### config.mk
export PLATFORM = sky130hd
export DESIGN_NAME = led_ctrl
export DESIGN_NICKNAME = d
export VERILOG_FILES = /design/src/rtl/led_ctrl.sv
export SDC_FILE = /design/constraint.sdc
export NUM_CORES = 1
export LEC_CHECK = 0
export ABC_AREA = 1
export CORE_ASPECT_RATIO = 1.2
export CORE_UTILIZATION = 58
export DETAILED_ROUTE_END_ITERATION = 10
export GPL_TIMING_DRIVEN = 0
export PLACE_DENSITY = 0.85
export SYNTH_ARGS = -nofsm -noshare
export SYNTH_HDL_FRONTEND = slang
export SYNTH_SLANG_ARGS = --single-unit
### constraint.sdc
create_clock -name clk -period 7.1 [get_ports clk]
set_input_delay 1.42 -clock clk [delete_from_list [all_inputs] [get_ports clk]]
set_output_delay 1.42 -clock clk [all_outputs]
set_load 0.05 [all_outputs]
### src/rtl/led_ctrl.sv
// LED driver with a 4-entry register file, a blink engine and optional PWM dimming.
// Define LED_CTRL_PWM_EN to compile in the PWM counter and the PWM_DUTY register.
module led_ctrl #(
  parameter int ADDR_WIDTH = 8,
  parameter int NUM_LEDS   = 6
) (
  input  logic                  clk,
  input  logic                  rst,
  input  logic                  write_enable,
  input  logic                  read_enable,
  input  logic [ADDR_WIDTH-1:0] address,
  input  logic [31:0]           data_in,
  output logic [31:0]           data_out,
  output logic [NUM_LEDS-1:0]   led
);

  logic [NUM_LEDS-1:0] value_r;
  logic [NUM_LEDS-1:0] mask_r;
  logic [23:0]         half_r;
  logic [23:0]         blink_cnt;
  logic                phase;
  logic                pwm_on;
  logic [31:0]         rd_data;

  logic sel_value, sel_mask, sel_half, sel_duty;
  assign sel_value = (address == ADDR_WIDTH'(0));
  assign sel_mask  = (address == ADDR_WIDTH'(1));
  assign sel_half  = (address == ADDR_WIDTH'(2));
  assign sel_duty  = (address == ADDR_WIDTH'(3));

  always_ff @(posedge clk or posedge rst) begin
    if (rst) begin
      value_r <= '0;
      mask_r  <= '0;
      half_r  <= '0;
    end else if (write_enable) begin
      if (sel_value) value_r <= data_in[NUM_LEDS-1:0];
      if (sel_mask)  mask_r  <= data_in[NUM_LEDS-1:0];
      if (sel_half)  half_r  <= data_in[23:0];
    end
  end

`ifdef LED_CTRL_PWM_EN
  logic [7:0] duty_r;
  logic [7:0] pwm_cnt;

  always_ff @(posedge clk or posedge rst) begin
    if (rst) begin
      duty_r  <= 8'hFF;
      pwm_cnt <= '0;
    end else begin
      pwm_cnt <= pwm_cnt + 8'd1;
      if (write_enable && sel_duty) duty_r <= data_in[7:0];
    end
  end

  // Full-scale duty must stay lit even on count 255, where the compare alone would fail.
  assign pwm_on = (duty_r == 8'hFF) | (pwm_cnt < duty_r);
`else
  assign pwm_on = 1'b1;
`endif

  always_comb begin
    rd_data = '0;
    if (sel_value)     rd_data[NUM_LEDS-1:0] = value_r;
    else if (sel_mask) rd_data[NUM_LEDS-1:0] = mask_r;
    else if (sel_half) rd_data[23:0]         = half_r;
`ifdef LED_CTRL_PWM_EN
    else if (sel_duty) rd_data[7:0]          = duty_r;
`endif
  end

  // Rewriting the half-period restarts the blink in the lit phase.
  always_ff @(posedge clk or posedge rst) begin
    if (rst) begin
      blink_cnt <= '0;
      phase     <= 1'b1;
    end else if (write_enable && sel_half) begin
      blink_cnt <= '0;
      phase     <= 1'b1;
    end else if (half_r == 24'd0) begin
      blink_cnt <= '0;
      phase     <= 1'b1;
    end else if (blink_cnt == half_r - 24'd1) begin
      blink_cnt <= '0;
      phase     <= ~phase;
    end else begin
      blink_cnt <= blink_cnt + 24'd1;
    end
  end

  always_ff @(posedge clk or posedge rst) begin
    if (rst) begin
      data_out <= '0;
      led      <= '1;
    end else begin
      data_out <= read_enable ? rd_data : 32'd0;
      led      <= ~(value_r & (~mask_r | {NUM_LEDS{phase}}) & {NUM_LEDS{pwm_on}});
    end
  end

  logic unused_data;
  assign unused_data = ^data_in[31:24];

endmodule

# ---- Yosys cells after proc, flatten, opt, wreduce, memory -nomap -nowiden
# Index checks and enable logic that the tools add are counted.
dict set report op_classes {
  add_sub_neg 2
  bitwise 5
  reduce_logical 7
  muxes 12
  n_eq_ne 3
}
# cell count
set ops {}
lappend ops {{24-bit 2-to-1 mux} 5}
lappend ops {{18-bit 2-to-1 mux} 2}
lappend ops {{24-bit by 1-bit adder with 24-bit output, second input constant} 1}
lappend ops {{24-bit equality test} 1}
lappend ops {{24-bit logical NOT} 1}
lappend ops {{24-bit by 1-bit subtractor with 24-bit output, second input constant} 1}
lappend ops {{6-bit 2-to-1 mux} 2}
lappend ops {{6-bit inverter} 2}
lappend ops {{8-bit by 1-bit equality test with 1-bit output, second input constant} 1}
lappend ops {{8-bit by 2-bit equality test with 1-bit output, second input constant} 1}
lappend ops {{8-bit logical NOT} 1}
lappend ops {{6-bit bitwise AND} 1}
lappend ops {{6-bit OR} 1}
lappend ops {{2-bit AND reduction} 3}
lappend ops {{1-bit 2-to-1 mux} 3}
lappend ops {{3-bit nonzero test} 1}
lappend ops {{1-bit logical AND} 1}
lappend ops {{1-bit inverter} 1}
dict set report word_totals {
  regBits 91
  inputBits 44
}

# ---- Logic depth before layout (Yosys ltp)
dict set report logic_depth {
  depth_word 5
  mapped_depth 16
  depth_no_buf 16
}

# ---- Worst setup path before layout
# OpenSTA, ideal clock, no wires.
dict set report synth_timing {
  path_kind {input -> register}
  startpoint {input address[7]}
  endpoint {register half_r[15]}
  cell_stages 8
  t_arrival_ps 2538
  setup_time_ps 126
  path_slack_ps 4436
  path_cell_list {nor2_1 nand2_1 inv_1 nand4_1 nor2_1 buf_2 buf_2 o21ai_0}
}
dict set report synth_via {
  elab_chain_len 2
}
# element line
set synth_lines {}
lappend synth_lines {{start: declaration} 11} ;# input logic [ADDR_WIDTH-1:0] address,
lappend synth_lines {{8-bit by 2-bit equality test with 1-bit output} 28} ;# assign sel_half = (address == ADDR_WIDTH'(2));
lappend synth_lines {{2-bit AND reduction (no line)} -}
lappend synth_lines {{end signal: assignment} 39} ;# if (sel_half) half_r <= data_in[23:0];
lappend synth_lines {{end: declaration} 19} ;# logic [23:0] half_r;
# Every way passes these cells.
# A chain may end at the register's enable or synchronous reset.

# ---- Worst setup path in the final report
dict set report layout_timing {
  startpoint {input address[3]}
  endpoint {register half_r[19]}
}
# The elaborated chain is that of the path after synthesis.

==> results.toml <==
[floorplanning]
placementRows = 37
fp.dieArea_sq_um = 9220
core-area_sq_um = 8564
die_y_um = 105.0
ios = 82
die_x_um = 87.82
initial_core_util_pct = 59.85

[clocking]
cts.sinks = 91
cts_setup_buffers = 0
cts_hold_buf = 0
ctsResizeCount = 0
clk_latency_ns = 0.38
cts.clk_slew.worst_paths_ns = 0.09
cts_root_buf = "clkbuf_8"
clk_path_buf_depth = 2
cts_tree = "yes"
htreeDepth = 3
cts_made_buffers = 9

[detailed_routing]
drtIter0Drc = 191
antenna_left = 0
finalWirelength_um = 12320
drtPass1Iterations = 5
viasPerCell = 5.160
post_drt_wl_per_cell_um = 13.84
drc_errors = 0
route.vias.total = 4592

[worst_setup_path]
critPathCaptureType = "flop"
cp_max_fo = 10
path_class = "in2reg"
cp.required_ns = 7.39
reg2regPathDepth = 12
cp.arrival_ns = 3.57
critPathLaunchType = "input pin"

[layout]
drive_above_1_share_pct = 9.444
final_nets = 814
area_delta_synth_final_pct = 19.94
fin_util_pct = 71.79
antenna_cells = 0
final_cell_area_sq_um = 6148
fillCellCount = 695

[power_and_ir_drop]
p_total_mw = 1.171
power_density_nw_per_um2 = 190.4
ir_worst_vdd_v = 0.0001139
leakage_nw = 2.900

[sta]
final.setup_skew_ns = 0.01186
tns_ns = 0
finalCriticalPeriod_ns = 3.284
worstMarginPinSlew_ns = 0.5664
finalMaxSlewViolations = 0
setup_viol = 0
fmaxAchievable_mhz = 304.5
final-hold-violation-count = 0
max_slew_margin_pct = 62.24
rsz0062_at_grt = "no"
fin_crit_sh_pct = 46.26

[placed_design]
gp_congestion = 0.9012
post_dp_cell_area_sq_um = 5969
dp_hpwl_um = 9519
io_buffers = 64

[run_status]
status = "completed"

[synthesis]
synth_top_area_cell = "dfrtp_1"
synth_area_sq_um = 5126
synthTopCellsByArea = "dfrtp_1 41%, nand2_1 12%, nor2_1 8.2%"
async_flop_share_pct = 100.0
synth_commonest_cells = "169 x nand2_1, 112 x nor2_1, 96 x inv_1, 84 x dfrtp_1, 56 x o21ai_0"
synth_edf_count = 0
yosysWarnings = 0
synth_cells = 685
avgSynthCellArea_sq_um = 7.483
synth_flop_cell = "dfrtp_1"
synth_top_area_share_pct = 41.01
seq_area_frac_synth_pct = 44.59
synth_cell_types = 37
synth.most_common_cell = "nand2_1"
synth_seq_cells = 91

[global_route]
grt_pass1_vias = 4718
antenna_found_initial = 0
grt_max_degree = 72
grt_pass1_wl_um = 20690
grt_usage_pct = 29.15
overflow = 0

[flow_run]
cap_viol_max_count = 0

[min_path]
hold_class = "reg2reg"
whs_path_depth = 1
[flip-flops by register name, summed over array words and instances (netlist names)]
name and cells:
led 6, mask_r 6, half_r 24, data_out 24, blink_cnt 24, phase 1
value_r 6
[layer usage]
metal  GRT usage [%]  vias to the layer above  wire (um)
li1                -                     2270          -
met1           34.41                     2162       5043
met2           48.73                      125       6269
met3           6.003                       35        535
met4           15.93                        0        472
met5               0                        -          0
[cells in the final DEF, fill, tap and decap left out, types with 2 or more instances in the layout]
| cell | instances |
|---|---|
| nor2_1 | 112 |
| nor2_2 | 16 |
| nor2_4 | 4 |
| o21ai_0 | 56 |
| nor4_1 | 2 |
| a21oi_1 | 2 |
| ha_1 | 2 |
| nand2_1 | 169 |
| inv_1 | 95 |
| clkbuf_1 | 9 |
| nand3_2 | 4 |
| inv_2 | 3 |
| or2_2 | 2 |
| nor3_1 | 4 |
| xor2_1 | 19 |
| xnor2_1 | 14 |
| buf_2 | 2 |
| nand3_1 | 29 |
| clkbuf_8 | 10 |
| nand4_1 | 12 |
| nand2_2 | 3 |
| clkinvlp_4 | 2 |
| clkdlybuf4s50_1 | 64 |
| dfstp_2 | 7 |
| conb_1 | 8 |
| buf_4 | 8 |
| nand3b_1 | 7 |
| buf_6 | 3 |
| dfrtp_1 | 84 |
| o221ai_1 | 6 |
[path summary, 6_finish.rpt]
path | startpoint | endpoint | slack [ns]
max | address[3] | half_r[19]$_DFFE_PP0P_ | 3.82
max reg2reg | half_r[0]$_DFFE_PP0P_ | blink_cnt[9]$_DFF_PP0_ | 4.77
max in group asynchronous | rst | phase$_DFFE_PP1P_ | 5.12
min in group asynchronous | rst | data_out[4]$_DFF_PP0_ | 1.34
min | value_r[1]$_DFFE_PP0P_ | led[1]$_DFF_PP1_ | 0.46
min reg2reg | value_r[1]$_DFFE_PP0P_ | led[1]$_DFF_PP1_ | 0.46
[metrics by stage]
step	setup WS, ns	instances	hold WS (ns)
6_report	3.816	890	0.4580
3_5_place_dp	3.447	874	0.4403
2_1_floorplan	3.328	692	0.4178
4_1_cts	3.844	890	0.4514
3_3_place_gp	2.039	873	0.4414
5_1_grt	3.568	890	0.4905
[worst max-delay path, stage by stage]
cell and delay, ns:
clkdlybuf4s50_1 0.40, nor2_1 0.24, nand4_1 0.38, nor2_1 0.36, buf_2 0.33, buf_2 0.26
nand2_1 0.09, o21ai_0 0.09
[cells by family (layout without fill, tap and decap cells)]
group                      Yosys count  in the layout  share of synthesized area, %
and+or+nand+nor                    368            368                         31.71
buffers and inverters              121            202                         9.934
DFF                                 91             91                         44.59
AOI/OAI and AO/OA                   68             68                         7.249
xor gates and xnor gates            34             34                         5.956
adders and majority gates            2              2                        0.4881
other                                1              8                       0.07315
[where the power goes]
part           switching (mW)  leakage [nW]  internal [mW]
combinational           0.146          1.70         0.0977
clock                   0.187        0.0859          0.138
sequential             0.0459          1.12          0.556
[cell type report]
| cell class | instances | area, sq um | share of cell area (%) |
|---|---|---|---|
| clock buffers | 11 | 141.4 | 2.300 |
| well taps | 117 | 146.4 | 2.381 |
| multi-input cells | 480 | 2357 | 38.34 |
| plain buffers | 21 | 133.9 | 2.177 |
| inverters | 100 | 377.9 | 6.146 |
| flip-flops and latches | 91 | 2286 | 37.18 |
| clock inverters | 5 | 37.54 | 0.6105 |
| repair buffers | 65 | 668.1 | 10.87 |
Note: power is estimated with default switching activity, not from simulation.
